$ cat config.mk
export PLATFORM = sky130hd
export DESIGN_NAME = matmul_operand_feeder_flat
export DESIGN_NICKNAME = d
export VERILOG_FILES = /design/src/rtl/matmul_operand_feeder_if.sv /design/src/rtl/matmul_operand_feeder.sv /design/src/flat_wrapper.sv
export SDC_FILE = /design/constraint.sdc
export NUM_CORES = 1
export LEC_CHECK = 0
export ABC_AREA = 1
export CAP_MARGIN = 20
export CORE_MARGIN = 2
export CORE_UTILIZATION = 45
export DETAILED_ROUTE_END_ITERATION = 8
export PLACE_DENSITY = 0.7
export SLEW_MARGIN = 25
export SYNTH_ARGS = -nofsm -noshare
export SYNTH_HDL_FRONTEND = slang
export SYNTH_SLANG_ARGS = --single-unit
$ cat constraint.sdc
create_clock -name clk_i -period 5.1 [get_ports clk_i]
set_input_delay 0.51 -clock clk_i [delete_from_list [all_inputs] [get_ports clk_i]]
set_output_delay 0.51 -clock clk_i [all_outputs]
set_load 0.01 [all_outputs]
$ cat src/rtl/matmul_operand_feeder_if.sv
// Bundles the control, host, result and stream signals of the matmul operand feeder.
// Signal suffixes are named from the feeder's point of view.
interface matmul_operand_feeder_if #(
   parameter int BUS_WIDTH  = 16,
   parameter int ADDR_WIDTH = 32
);
   // control
   logic                  start_i;
   logic [1:0]            n_dim_i;
   logic [1:0]            k_dim_i;
   logic [1:0]            m_dim_i;
   // host write / read port
   logic                  wr_en_i;
   logic [ADDR_WIDTH-1:0] wr_addr_i;
   logic [BUS_WIDTH-1:0]  wr_data_i;
   logic                  rd_en_i;
   logic [ADDR_WIDTH-1:0] rd_addr_i;
   logic [BUS_WIDTH-1:0]  rd_data_o;
   // result write-back from the calculation stage
   logic                  res_en_i;
   logic [ADDR_WIDTH-1:0] res_addr_i;
   logic [BUS_WIDTH-1:0]  res_data_i;
   logic                  finish_i;
   // stream towards the calculation stage and status
   logic                  start_o;
   logic [BUS_WIDTH-1:0]  data_a_o;
   logic [BUS_WIDTH-1:0]  data_b_o;
   logic [BUS_WIDTH-1:0]  data_c_o;
   logic                  busy_o;
   logic                  done_o;
   logic                  wr_err_o;

   // host / control / calc-stage side
   modport master (
      output start_i, n_dim_i, k_dim_i, m_dim_i,
      output wr_en_i, wr_addr_i, wr_data_i, rd_en_i, rd_addr_i,
      output res_en_i, res_addr_i, res_data_i, finish_i,
      input  rd_data_o, start_o, data_a_o, data_b_o, data_c_o,
      input  busy_o, done_o, wr_err_o
   );

   // feeder side
   modport slave (
      input  start_i, n_dim_i, k_dim_i, m_dim_i,
      input  wr_en_i, wr_addr_i, wr_data_i, rd_en_i, rd_addr_i,
      input  res_en_i, res_addr_i, res_data_i, finish_i,
      output rd_data_o, start_o, data_a_o, data_b_o, data_c_o,
      output busy_o, done_o, wr_err_o
   );
endinterface

$ cat src/rtl/matmul_operand_feeder.sv
// Operand staging buffer in front of the matmul calculation stage.
// Holds A rows, B columns and the C bias/result matrix, streams them one word
// per cycle on a run request and absorbs C result write-back from the calc stage.
module matmul_operand_feeder #(
   parameter int DATA_WIDTH = 8,
   parameter int BUS_WIDTH  = 16,
   parameter int ADDR_WIDTH = 32
) (
   input  logic                     clk_i,
   input  logic                     rst_ni,
   matmul_operand_feeder_if.slave   bus
);
   localparam int MAX_DIM = BUS_WIDTH / DATA_WIDTH;
   localparam int C_WORDS = MAX_DIM * MAX_DIM;
   localparam int IW      = 2 * $clog2(MAX_DIM);
   localparam int ICW     = $clog2(C_WORDS + 1);   // ic counts up to C_WORDS
   localparam int ICP     = ICW + 1;               // room for ic+1

   typedef enum logic [1:0] {TGT_NONE, TGT_A, TGT_B, TGT_C} tgt_e;
   typedef enum logic [1:0] {S_IDLE, S_STREAM, S_FLUSH} state_e;

   function automatic tgt_e decode_tgt(input logic [4:0] code);
      case (code)
         5'b00100: decode_tgt = TGT_A;
         5'b01000: decode_tgt = TGT_B;
         5'b10000: decode_tgt = TGT_C;
         default:  decode_tgt = TGT_NONE;
      endcase
   endfunction

   // ---------------------------------------------------------------- storage
   logic [BUS_WIDTH-1:0] a_mem [MAX_DIM];
   logic [BUS_WIDTH-1:0] b_mem [MAX_DIM];
   logic [BUS_WIDTH-1:0] c_mem [C_WORDS];

   // ---------------------------------------------------------------- state
   state_e               state_q;
   logic                 start_q;
   logic                 busy_q;
   logic                 done_q;
   logic                 hold_q;     // run completed, wait for start_i to drop
   logic                 wr_err_q;
   logic [1:0]           ia_q;
   logic [1:0]           ib_q;
   logic [ICW-1:0]       ic_q;
   logic [BUS_WIDTH-1:0] data_a_q;
   logic [BUS_WIDTH-1:0] data_b_q;
   logic [BUS_WIDTH-1:0] data_c_q;
   logic [BUS_WIDTH-1:0] rd_data_q;

   // ---------------------------------------------------------------- decode
   tgt_e          wr_tgt, rd_tgt, res_tgt;
   logic [IW-1:0] wr_idx, rd_idx, res_idx;
   logic          res_ok;
   logic          wr_in_range;
   logic          wr_clash;
   logic          wr_ok;
   logic          wr_rej;

   assign wr_tgt  = decode_tgt(bus.wr_addr_i[4:0]);
   assign rd_tgt  = decode_tgt(bus.rd_addr_i[4:0]);
   assign res_tgt = decode_tgt(bus.res_addr_i[4:0]);
   assign wr_idx  = bus.wr_addr_i[5 +: IW];
   assign rd_idx  = bus.rd_addr_i[5 +: IW];
   assign res_idx = bus.res_addr_i[5 +: IW];

   // Upper address bits and k are not needed by the feeder itself.
   logic unused_bits;
   assign unused_bits = ^{bus.k_dim_i,
                          bus.wr_addr_i[ADDR_WIDTH-1:5+IW],
                          bus.rd_addr_i[ADDR_WIDTH-1:5+IW],
                          bus.res_addr_i[ADDR_WIDTH-1:5+IW]};

   // Accept/reject decision for host and result writes; result wins a C-index clash.
   always_comb begin
      res_ok      = bus.res_en_i && (res_tgt == TGT_C) && (int'(res_idx) < C_WORDS);
      wr_in_range = 1'b0;
      case (wr_tgt)
         TGT_A:   wr_in_range = int'(wr_idx) < MAX_DIM;
         TGT_B:   wr_in_range = int'(wr_idx) < MAX_DIM;
         TGT_C:   wr_in_range = int'(wr_idx) < C_WORDS;
         default: wr_in_range = 1'b0;
      endcase
      wr_clash = res_ok && (wr_tgt == TGT_C) && (wr_idx == res_idx);
      wr_ok    = bus.wr_en_i && !busy_q && wr_in_range && !wr_clash;
      wr_rej   = bus.wr_en_i && !wr_ok;
   end

   // ---------------------------------------------------------------- storage words
   genvar gi;
   generate
      for (gi = 0; gi < MAX_DIM; gi++) begin : g_ab
         logic [BUS_WIDTH-1:0] a_word_q;
         logic [BUS_WIDTH-1:0] b_word_q;
         // A/B word: host write only
         always_ff @(posedge clk_i or negedge rst_ni) begin
            if (!rst_ni) begin
               a_word_q <= '0;
               b_word_q <= '0;
            end else begin
               if (wr_ok && wr_tgt == TGT_A && wr_idx == IW'(gi)) a_word_q <= bus.wr_data_i;
               if (wr_ok && wr_tgt == TGT_B && wr_idx == IW'(gi)) b_word_q <= bus.wr_data_i;
            end
         end
         assign a_mem[gi] = a_word_q;
         assign b_mem[gi] = b_word_q;
      end

      for (gi = 0; gi < C_WORDS; gi++) begin : g_c
         logic [BUS_WIDTH-1:0] c_word_q;
         // C word: calc-stage result write takes priority over the host
         always_ff @(posedge clk_i or negedge rst_ni) begin
            if (!rst_ni) begin
               c_word_q <= '0;
            end else if (res_ok && res_idx == IW'(gi)) begin
               c_word_q <= bus.res_data_i;
            end else if (wr_ok && wr_tgt == TGT_C && wr_idx == IW'(gi)) begin
               c_word_q <= bus.wr_data_i;
            end
         end
         assign c_mem[gi] = c_word_q;
      end
   endgenerate

   // ---------------------------------------------------------------- host read
   logic [BUS_WIDTH-1:0] rd_val;

   // Host read mux; unknown target or out-of-range index reads as zero.
   always_comb begin
      rd_val = '0;
      for (int i = 0; i < MAX_DIM; i++) begin
         if (rd_tgt == TGT_A && rd_idx == IW'(i)) rd_val = a_mem[i];
         if (rd_tgt == TGT_B && rd_idx == IW'(i)) rd_val = b_mem[i];
      end
      for (int i = 0; i < C_WORDS; i++) begin
         if (rd_tgt == TGT_C && rd_idx == IW'(i)) rd_val = c_mem[i];
      end
   end

   // Registered read data, held while no read is requested; write reject pulse.
   always_ff @(posedge clk_i or negedge rst_ni) begin
      if (!rst_ni) begin
         rd_data_q <= '0;
         wr_err_q  <= 1'b0;
      end else begin
         if (bus.rd_en_i) rd_data_q <= rd_val;
         wr_err_q <= wr_rej;
      end
   end

   // ---------------------------------------------------------------- stream lookahead
   logic [2:0]           ia_p1, ib_p1;
   logic [ICP-1:0]       ic_p1;
   int                   c_last;
   logic [BUS_WIDTH-1:0] a_nxt, b_nxt, c_nxt;

   // Next word for each stream: the element after the current counter, or 0 past the edge.
   always_comb begin
      ia_p1  = {1'b0, ia_q} + 3'd1;
      ib_p1  = {1'b0, ib_q} + 3'd1;
      ic_p1  = {1'b0, ic_q} + ICP'(1);
      c_last = (int'(bus.n_dim_i) + 1) * (int'(bus.m_dim_i) + 1) - 1;
      a_nxt  = '0;
      b_nxt  = '0;
      c_nxt  = '0;
      for (int i = 0; i < MAX_DIM; i++) begin
         if (ia_p1 == 3'(i) && ia_p1 <= {1'b0, bus.n_dim_i}) a_nxt = a_mem[i];
         if (ib_p1 == 3'(i) && ib_p1 <= {1'b0, bus.m_dim_i}) b_nxt = b_mem[i];
      end
      for (int i = 0; i < C_WORDS; i++) begin
         if (ic_p1 == ICP'(i) && int'(ic_p1) <= c_last) c_nxt = c_mem[i];
      end
   end

   // ---------------------------------------------------------------- control FSM
   // Run sequencing with registered start/busy/done and stream outputs.
   always_ff @(posedge clk_i or negedge rst_ni) begin
      if (!rst_ni) begin
         state_q  <= S_IDLE;
         start_q  <= 1'b0;
         busy_q   <= 1'b0;
         done_q   <= 1'b0;
         hold_q   <= 1'b0;
         ia_q     <= '0;
         ib_q     <= '0;
         ic_q     <= '0;
         data_a_q <= '0;
         data_b_q <= '0;
         data_c_q <= '0;
      end else begin
         done_q <= 1'b0;
         if (!bus.start_i) hold_q <= 1'b0;
         case (state_q)
            S_IDLE: begin
               if (bus.start_i && !hold_q) begin
                  state_q  <= S_STREAM;
                  start_q  <= 1'b1;
                  busy_q   <= 1'b1;
                  ia_q     <= '0;
                  ib_q     <= '0;
                  ic_q     <= '0;
                  data_a_q <= a_mem[0];
                  data_b_q <= b_mem[0];
                  data_c_q <= c_mem[0];
               end
            end
            S_STREAM: begin
               if (bus.finish_i) begin
                  state_q  <= S_FLUSH;
                  start_q  <= 1'b0;
                  done_q   <= 1'b1;
                  hold_q   <= 1'b1;
                  data_a_q <= '0;
                  data_b_q <= '0;
                  data_c_q <= '0;
               end else if (!bus.start_i) begin
                  // abort: straight back to idle, no completion pulse
                  state_q  <= S_IDLE;
                  start_q  <= 1'b0;
                  busy_q   <= 1'b0;
                  data_a_q <= '0;
                  data_b_q <= '0;
                  data_c_q <= '0;
               end else begin
                  ia_q     <= (ia_q == 2'd3) ? ia_q : ia_q + 2'd1;
                  ib_q     <= (ib_q == 2'd3) ? ib_q : ib_q + 2'd1;
                  ic_q     <= (ic_q == ICW'(C_WORDS)) ? ic_q : ic_q + ICW'(1);
                  data_a_q <= a_nxt;
                  data_b_q <= b_nxt;
                  data_c_q <= c_nxt;
               end
            end
            S_FLUSH: begin
               state_q <= S_IDLE;
               busy_q  <= 1'b0;
            end
            default: begin
               state_q <= S_IDLE;
               start_q <= 1'b0;
               busy_q  <= 1'b0;
            end
         endcase
      end
   end

   assign bus.rd_data_o = rd_data_q;
   assign bus.start_o   = start_q;
   assign bus.busy_o    = busy_q;
   assign bus.done_o    = done_q;
   assign bus.wr_err_o  = wr_err_q;
   assign bus.data_a_o  = data_a_q;
   assign bus.data_b_o  = data_b_q;
   assign bus.data_c_o  = data_c_q;
endmodule

$ cat src/flat_wrapper.sv
// flat-port wrapper written by rule: the top's interface ports become plain ports
module matmul_operand_feeder_flat 
#(
   parameter int DATA_WIDTH = 8,
   parameter int BUS_WIDTH  = 16,
   parameter int ADDR_WIDTH = 32
)
  (clk_i, rst_ni, bus_start_i, bus_n_dim_i, bus_k_dim_i, bus_m_dim_i, bus_wr_en_i, bus_wr_addr_i, bus_wr_data_i, bus_rd_en_i, bus_rd_addr_i, bus_res_en_i, bus_res_addr_i, bus_res_data_i, bus_finish_i, bus_rd_data_o, bus_start_o, bus_data_a_o, bus_data_b_o, bus_data_c_o, bus_busy_o, bus_done_o, bus_wr_err_o);
  matmul_operand_feeder_if #(.BUS_WIDTH(BUS_WIDTH), .ADDR_WIDTH(ADDR_WIDTH)) bus_i ();
  input  logic clk_i;
  input  logic rst_ni;
  input wire logic [$bits(bus_i.start_i)-1:0] bus_start_i;
  input wire logic [$bits(bus_i.n_dim_i)-1:0] bus_n_dim_i;
  input wire logic [$bits(bus_i.k_dim_i)-1:0] bus_k_dim_i;
  input wire logic [$bits(bus_i.m_dim_i)-1:0] bus_m_dim_i;
  input wire logic [$bits(bus_i.wr_en_i)-1:0] bus_wr_en_i;
  input wire logic [$bits(bus_i.wr_addr_i)-1:0] bus_wr_addr_i;
  input wire logic [$bits(bus_i.wr_data_i)-1:0] bus_wr_data_i;
  input wire logic [$bits(bus_i.rd_en_i)-1:0] bus_rd_en_i;
  input wire logic [$bits(bus_i.rd_addr_i)-1:0] bus_rd_addr_i;
  input wire logic [$bits(bus_i.res_en_i)-1:0] bus_res_en_i;
  input wire logic [$bits(bus_i.res_addr_i)-1:0] bus_res_addr_i;
  input wire logic [$bits(bus_i.res_data_i)-1:0] bus_res_data_i;
  input wire logic [$bits(bus_i.finish_i)-1:0] bus_finish_i;
  output wire logic [$bits(bus_i.rd_data_o)-1:0] bus_rd_data_o;
  output wire logic [$bits(bus_i.start_o)-1:0] bus_start_o;
  output wire logic [$bits(bus_i.data_a_o)-1:0] bus_data_a_o;
  output wire logic [$bits(bus_i.data_b_o)-1:0] bus_data_b_o;
  output wire logic [$bits(bus_i.data_c_o)-1:0] bus_data_c_o;
  output wire logic [$bits(bus_i.busy_o)-1:0] bus_busy_o;
  output wire logic [$bits(bus_i.done_o)-1:0] bus_done_o;
  output wire logic [$bits(bus_i.wr_err_o)-1:0] bus_wr_err_o;
  assign bus_i.start_i = bus_start_i;
  assign bus_i.n_dim_i = bus_n_dim_i;
  assign bus_i.k_dim_i = bus_k_dim_i;
  assign bus_i.m_dim_i = bus_m_dim_i;
  assign bus_i.wr_en_i = bus_wr_en_i;
  assign bus_i.wr_addr_i = bus_wr_addr_i;
  assign bus_i.wr_data_i = bus_wr_data_i;
  assign bus_i.rd_en_i = bus_rd_en_i;
  assign bus_i.rd_addr_i = bus_rd_addr_i;
  assign bus_i.res_en_i = bus_res_en_i;
  assign bus_i.res_addr_i = bus_res_addr_i;
  assign bus_i.res_data_i = bus_res_data_i;
  assign bus_i.finish_i = bus_finish_i;
  assign bus_rd_data_o = bus_i.rd_data_o;
  assign bus_start_o = bus_i.start_o;
  assign bus_data_a_o = bus_i.data_a_o;
  assign bus_data_b_o = bus_i.data_b_o;
  assign bus_data_c_o = bus_i.data_c_o;
  assign bus_busy_o = bus_i.busy_o;
  assign bus_done_o = bus_i.done_o;
  assign bus_wr_err_o = bus_i.wr_err_o;
  matmul_operand_feeder #(.DATA_WIDTH(DATA_WIDTH), .BUS_WIDTH(BUS_WIDTH), .ADDR_WIDTH(ADDR_WIDTH)) u_core (.clk_i(clk_i), .rst_ni(rst_ni), .bus(bus_i));
endmodule
==> metrics.txt, run 1 <==
CTS tree built; clk sinks 206; fill count 2387; Routability Congestion 0.889; commonest cells in the synthesized netlist nand2_1 (369), o21ai_0 (217), dfrtp_1 (206), inv_1 (200), o211ai_1 (95); synth-to-layout area growth 19.2%; Setup crit start kind input port; Final nets 1839; reg2reg start u_core.state_q[0]$_DFFE_PN0P_; Clock transition at path regs 0.06 ns; post-route ant nets 0; YS warnings 0; vias per cell 5.66; reg2reg setup slack 2.09 ns; Peak Freq 227 MHz; Initial Utilization 46.0%; Worst path slowest cell clkdlybuf4s50_1; Hold Slack 0.118 ns; largest net degree at the start of global routing 105; setup TNS 0 ns; Top cell by count, worst path nand2_1; clk buf depth 3; CTS resizes 0; Bufs and invs on worst path 6; total I/O pin count 209; H-tree Lvls 1; dpl cells 1966; die footprint 28100 um^2; number of port buffers 131; worst vdd ir 0.243 mV; share of cells above drive strength 1 6.17%; first-pass GRT wire length 61000 um; Rel. slew slack 31.4%; top cell type by total area after synthesis dfrtp_1; Slew Limit Fails 0; RSZ-0062 raised after global routing no; Detailed Place HPWL 25400 um; final WL 38200 um; gr ovfl total 0; Mapped Cells 1565; most numerous cell in the Yosys netlist nand2_1; main area contributors after synthesis dfrtp_1 (43%), nand2_1 (11%), o21ai_0 (9.0%), inv_1 (6.2%), o211ai_1 (5.9%); Most used DFF post-synth dfrtp_1; fin worst setup slack 0.700 ns; DIE HEIGHT 168 um; Worst path max stage delay 0.51 ns; Die X-Extent 168 um; period utilisation layout 86.3%; DP Area 13600 um^2; synthesized cell area 12100 um^2; HP Class input port to asynchronous set/reset pin; register bit total from synthesis 206; Clock Skews 0.0148 ns; post-route cell area 14400 um^2; EDFF count, synth 0; Arr. time, crit path 4.84 ns; max-cap viol count 0; Lkg Pwr 6.92 nW; minimum clock period 4.40 ns; Clock Latency Late Sink 0.52 ns; Initial DRC Count 1130; DRC Markers 0; post-place setup slack 0.221 ns; CP Data Required Time 5.54 ns; antenna cells 0; Hold Vio Cnt, Final 0; vias in the first global route 10900; RR Endpoint u_core.bus.data_a_o[15]$_DFFE_PN0P_; worst reg-to-reg path cell count 13; Slew @ Worst Pin 1.03 ns; Worst setup EP type flip-flop; final count of negative-setup-slack endpoints 0; Num CTS Buffers 23; syn_nets 1748; WL/cell 19.0 um; fin cells 2005; Power Dens Cells 426 nW/um^2; clk root buf clkbuf_16; syn_area_per_cell 7.71 um^2; postcts setup bufs 0; CP max FO 32; Yosys cell types 47; initial antenna violation count 1; core footprint 26200 um^2; via count 11300; Global Route Usage Sum 27.4%; status finished clean; Crit path max-delay family adder cells; hold buffers post-CTS 0; Rows 59; sequential area share after synthesis 42.7%; DRT Pass-1 Iters 5; top cell type's share of synthesized area 42.7%; Async SR Flop Fraction 100%; Setup CP Type input port to flip-flop
==> worst max-delay path by stage <==
stage                         from                                   to  slack (ns)  cells after the start
floorplan           bus_m_dim_i[0]  u_core.bus.data_c_o[11]$_DFFE_PN0P_        1.14                     24
global placement    bus_m_dim_i[0]  u_core.bus.data_c_o[13]$_DFFE_PN0P_        0.26                     26
detailed placement  bus_m_dim_i[0]  u_core.bus.data_c_o[13]$_DFFE_PN0P_        0.22                     26
CTS                 bus_m_dim_i[0]  u_core.bus.data_c_o[11]$_DFFE_PN0P_        0.71                     26
global route        bus_m_dim_i[0]  u_core.bus.data_c_o[11]$_DFFE_PN0P_        0.31                     26
finish              bus_m_dim_i[0]  u_core.bus.data_c_o[11]$_DFFE_PN0P_        0.70                     26
==> worst reg2reg max path, delay by kind of cell (launching register included) <==
kind	cells	cell delay (ns)
buffers and inverters	5	1.53
and+or+nand+nor	6	0.57
DFF	1	0.42
AOI/OAI and AO/OA	2	0.37
==> placed cells by master, fill, tap and decap left out, drive strengths merged, types with 11 or more instances in the layout <==
cell type,count
o21ai,251
clkinv,29
nand4,47
a21oi,55
inv,210
buf,23
o211ai,95
clkbuf,28
dfrtp,206
nand3,51
clkdlybuf4s50,130
o221ai,11
ha,37
mux2,15
nor2,64
nand2,372
==> metal layers <==
metal	global-route usage, %	share of wire [%]
met3	4.96	9.0
met4	8.47	2.7
met1	38.6	43
met5	0	0
met2	43.2	45
==> final cells by class <==
type,instances,area [um^2],share of cell area [%]
clock inverters,12,146,1.02
flip-flops and latches,206,5150,35.8
repair buffers,154,1530,10.6
multi-input cells,1038,5660,39.4
clock buffers,27,601,4.18
well taps,335,419,2.91
inverters,233,875,6.08
==> flip-flops by register name, summed over array words and instances (netlist names), 3 cells and up <==
register,count
u_core.bus.data_b_o,16
u_core.ic_q,3
u_core.bus.rd_data_o,16
u_core.bus.data_c_o,16
u_core.g_ab.b_word_q,32
u_core.bus.data_a_o,16
u_core.g_c.c_word_q,64
u_core.g_ab.a_word_q,32
==> per-stage QoR <==
step                      utilization [%]  total power [W]
final                                54.9          0.00613
after global routing                 54.9          0.00653
after CTS                            54.8          0.00614
after detailed placement             52.0          0.00446
after global placement               52.0          0.00440
after floorplan                         -          0.00349
==> cell families after synthesis <==
group | share of synthesized area, %
simple gates | 19.6
compound gates | 20.8
buf+inv | 10.5
flops | 42.7
fa+ha+maj | 4.67
mux | 1.40
xor+xnor | 0.290
==> where the power goes <==
part           internal (W)  switching (W)
combinational      0.000877        0.00143
sequential          0.00191       0.000222
clock              0.000992       0.000700
(Power assumes the default switching activity.)
==> run 2: changes to the inputs <==
Settings changed: PLACE_DENSITY 0.7 to default, PLACE_DENSITY_LB_ADDON from default to 0.3.
==> metrics.txt, run 2 (synthesized netlist as in run 1, its figures left out) <==
H-tree Lvls 1; CTS tree built; Num CTS Buffers 23; period utilisation layout 87.5%; vias per cell 5.64; Detailed Place HPWL 25700 um; gr ovfl total 0; fill count 2405; Setup CP Type input port to flip-flop; Slew @ Worst Pin 1.05 ns; max-cap viol count 0; DRT Pass-1 Iters 6; via count 11300; minimum clock period 4.46 ns; Peak Freq 224 MHz; commonest non-fill, non-tap cell in the layout nand2_1; synth-to-layout area growth 19.5%; final count of negative-setup-slack endpoints 0; CTS resizes 0; DIE HEIGHT 168 um; Routability Congestion 0.900; Final nets 1842; clk buf depth 3; Die X-Extent 168 um; initial antenna violation count 0; worst vdd ir 0.353 mV; clk sinks 206; Arr. time, crit path 4.91 ns; most frequent cells in the layout nand2_1 (365), o21ai_0 (217), dfrtp_1 (206); Power Dens Cells 424 nW/um^2; CP max FO 32; largest net degree at the start of global routing 124; Clock transition at path regs 0.06 ns; Rows 59; top flop regs u_core.g_c.c_word_q (64), u_core.g_ab.a_word_q (32), u_core.g_ab.b_word_q (32); total I/O pin count 209; Hold Vio Cnt, Final 0; CP Data Required Time 5.55 ns; Worst setup EP type flip-flop; Clock Latency Late Sink 0.52 ns; Final Total Pwr 0.00612 W; first-pass GRT wire length 61500 um; vias in the first global route 10900; Setup crit start kind input port; hold buffers post-CTS 0; number of port buffers 131; clk root buf clkbuf_16; max reg flops 64; dpl cells 1969; Lkg Pwr 6.94 nW; fin worst setup slack 0.638 ns; WL/cell 19.4 um; post-route ant nets 0; RSZ-0062 raised after global routing no; Global Route Usage Sum 27.8%; Initial DRC Count 1148; Clock Skews 0.00997 ns; core footprint 26200 um^2; most flop-heavy register u_core.g_c.c_word_q; postcts setup bufs 0; DRC Markers 0; setup TNS 0 ns; final WL 38900 um; Rel. slew slack 29.7%; HP Class input port to asynchronous set/reset pin; share of cells above drive strength 1 6.21%; fin cells 2012; Slew Limit Fails 0; die footprint 28100 um^2; status finished clean; Initial Utilization 46.0%; post-place setup slack 0.111 ns
==> run 2: changes by cell type in the layout (fill, tap and decap cells not counted), sizes merged <==
cell      change
clkbuf        +8
clkinvlp      -2
diode         +2
bufinv        -2
buf           +4
clkinv        -3
==> run 2: final timing paths <==
| check | from | end | slack [ns] | cells after the start |
|---|---|---|---|---|
| max | bus_m_dim_i[0] | u_core.bus.data_c_o[8]$_DFFE_PN0P_ | 0.64 | 26 |
| min | rst_ni | u_core.g_ab[1].b_word_q[4]$_DFFE_PN0P_ | 0.06 | 1 |
| max reg2reg | u_core.state_q[0]$_DFFE_PN0P_ | u_core.bus.data_a_o[0]$_DFFE_PN0P_ | 2.17 | 7 |
| min reg2reg | u_core.bus.rd_data_o[12]$_DFFE_PN0P_ | u_core.bus.rd_data_o[12]$_DFFE_PN0P_ | 0.48 | 2 |
| max in group asynchronous | rst_ni | u_core.g_ab[1].a_word_q[14]$_DFFE_PN0P_ | 3.85 | 2 |
| min in group clk_i | u_core.bus.rd_data_o[12]$_DFFE_PN0P_ | u_core.bus.rd_data_o[12]$_DFFE_PN0P_ | 0.48 | 2 |
==> run 2: routing by layer <==
metal	wire length, um	GRT usage [%]	vias to the layer above
met3	3220	5.39	87
li1	-	-	5403
met1	16800	38.4	5390
met2	17500	43.7	458
met5	0	0	-
met4	1370	10.2	0
==> run 2: report_power, final <==
group | switching [W] | internal (W) | total (W)
clock network | 0.000679 | 0.000969 | 0.00165
registers | 0.000218 | 0.00191 | 0.00213
logic | 0.00146 | 0.000884 | 0.00234
==> run 2: final cells by class <==
class | count | area [um^2] | area share (%)
Multi-Input combinational cell | 1038 | 5670 | 39.3
Sequential cell | 206 | 5150 | 35.8
Timing Repair Buffer | 157 | 1550 | 10.7
Inverter | 233 | 875 | 6.07
Clock buffer | 36 | 684 | 4.75
Tap cell | 335 | 419 | 2.91
Clock inverter | 5 | 56.3 | 0.391
Antenna cell | 2 | 5.00 | 0.0347
==> run 2: critical path, cell delays in order <==
cell and delay [ns]:
clkdlybuf4s50_1 0.53, ha_1 0.39, nand2_1 0.09, inv_1 0.04
ha_1 0.26, inv_1 0.05, fa_1 0.51, fa_1 0.47
inv_1 0.07, nand2_1 0.07, o21ai_2 0.17, a31oi_1 0.11
ha_1 0.28, nand2_1 0.05, nor2_1 0.09, nand2_1 0.06
nor2_2 0.14, nand4_4 0.19, nand3_2 0.13, buf_12 0.21
nand2_1 0.08, clkinv_1 0.05, nand2_1 0.04, nand2_1 0.05
nand2_1 0.10, a21oi_1 0.14
==> run 2: metrics by stage <==
stage	cell area (um^2)	utilization (%)	hold WS, ns
floorplan	12100	-	0.214
finish	14400	55.0	0.0556
CTS	14400	54.9	0.188
detailed placement	13700	52.1	0.465
global route	14400	55.0	0.136
global placement	13700	52.1	0.459
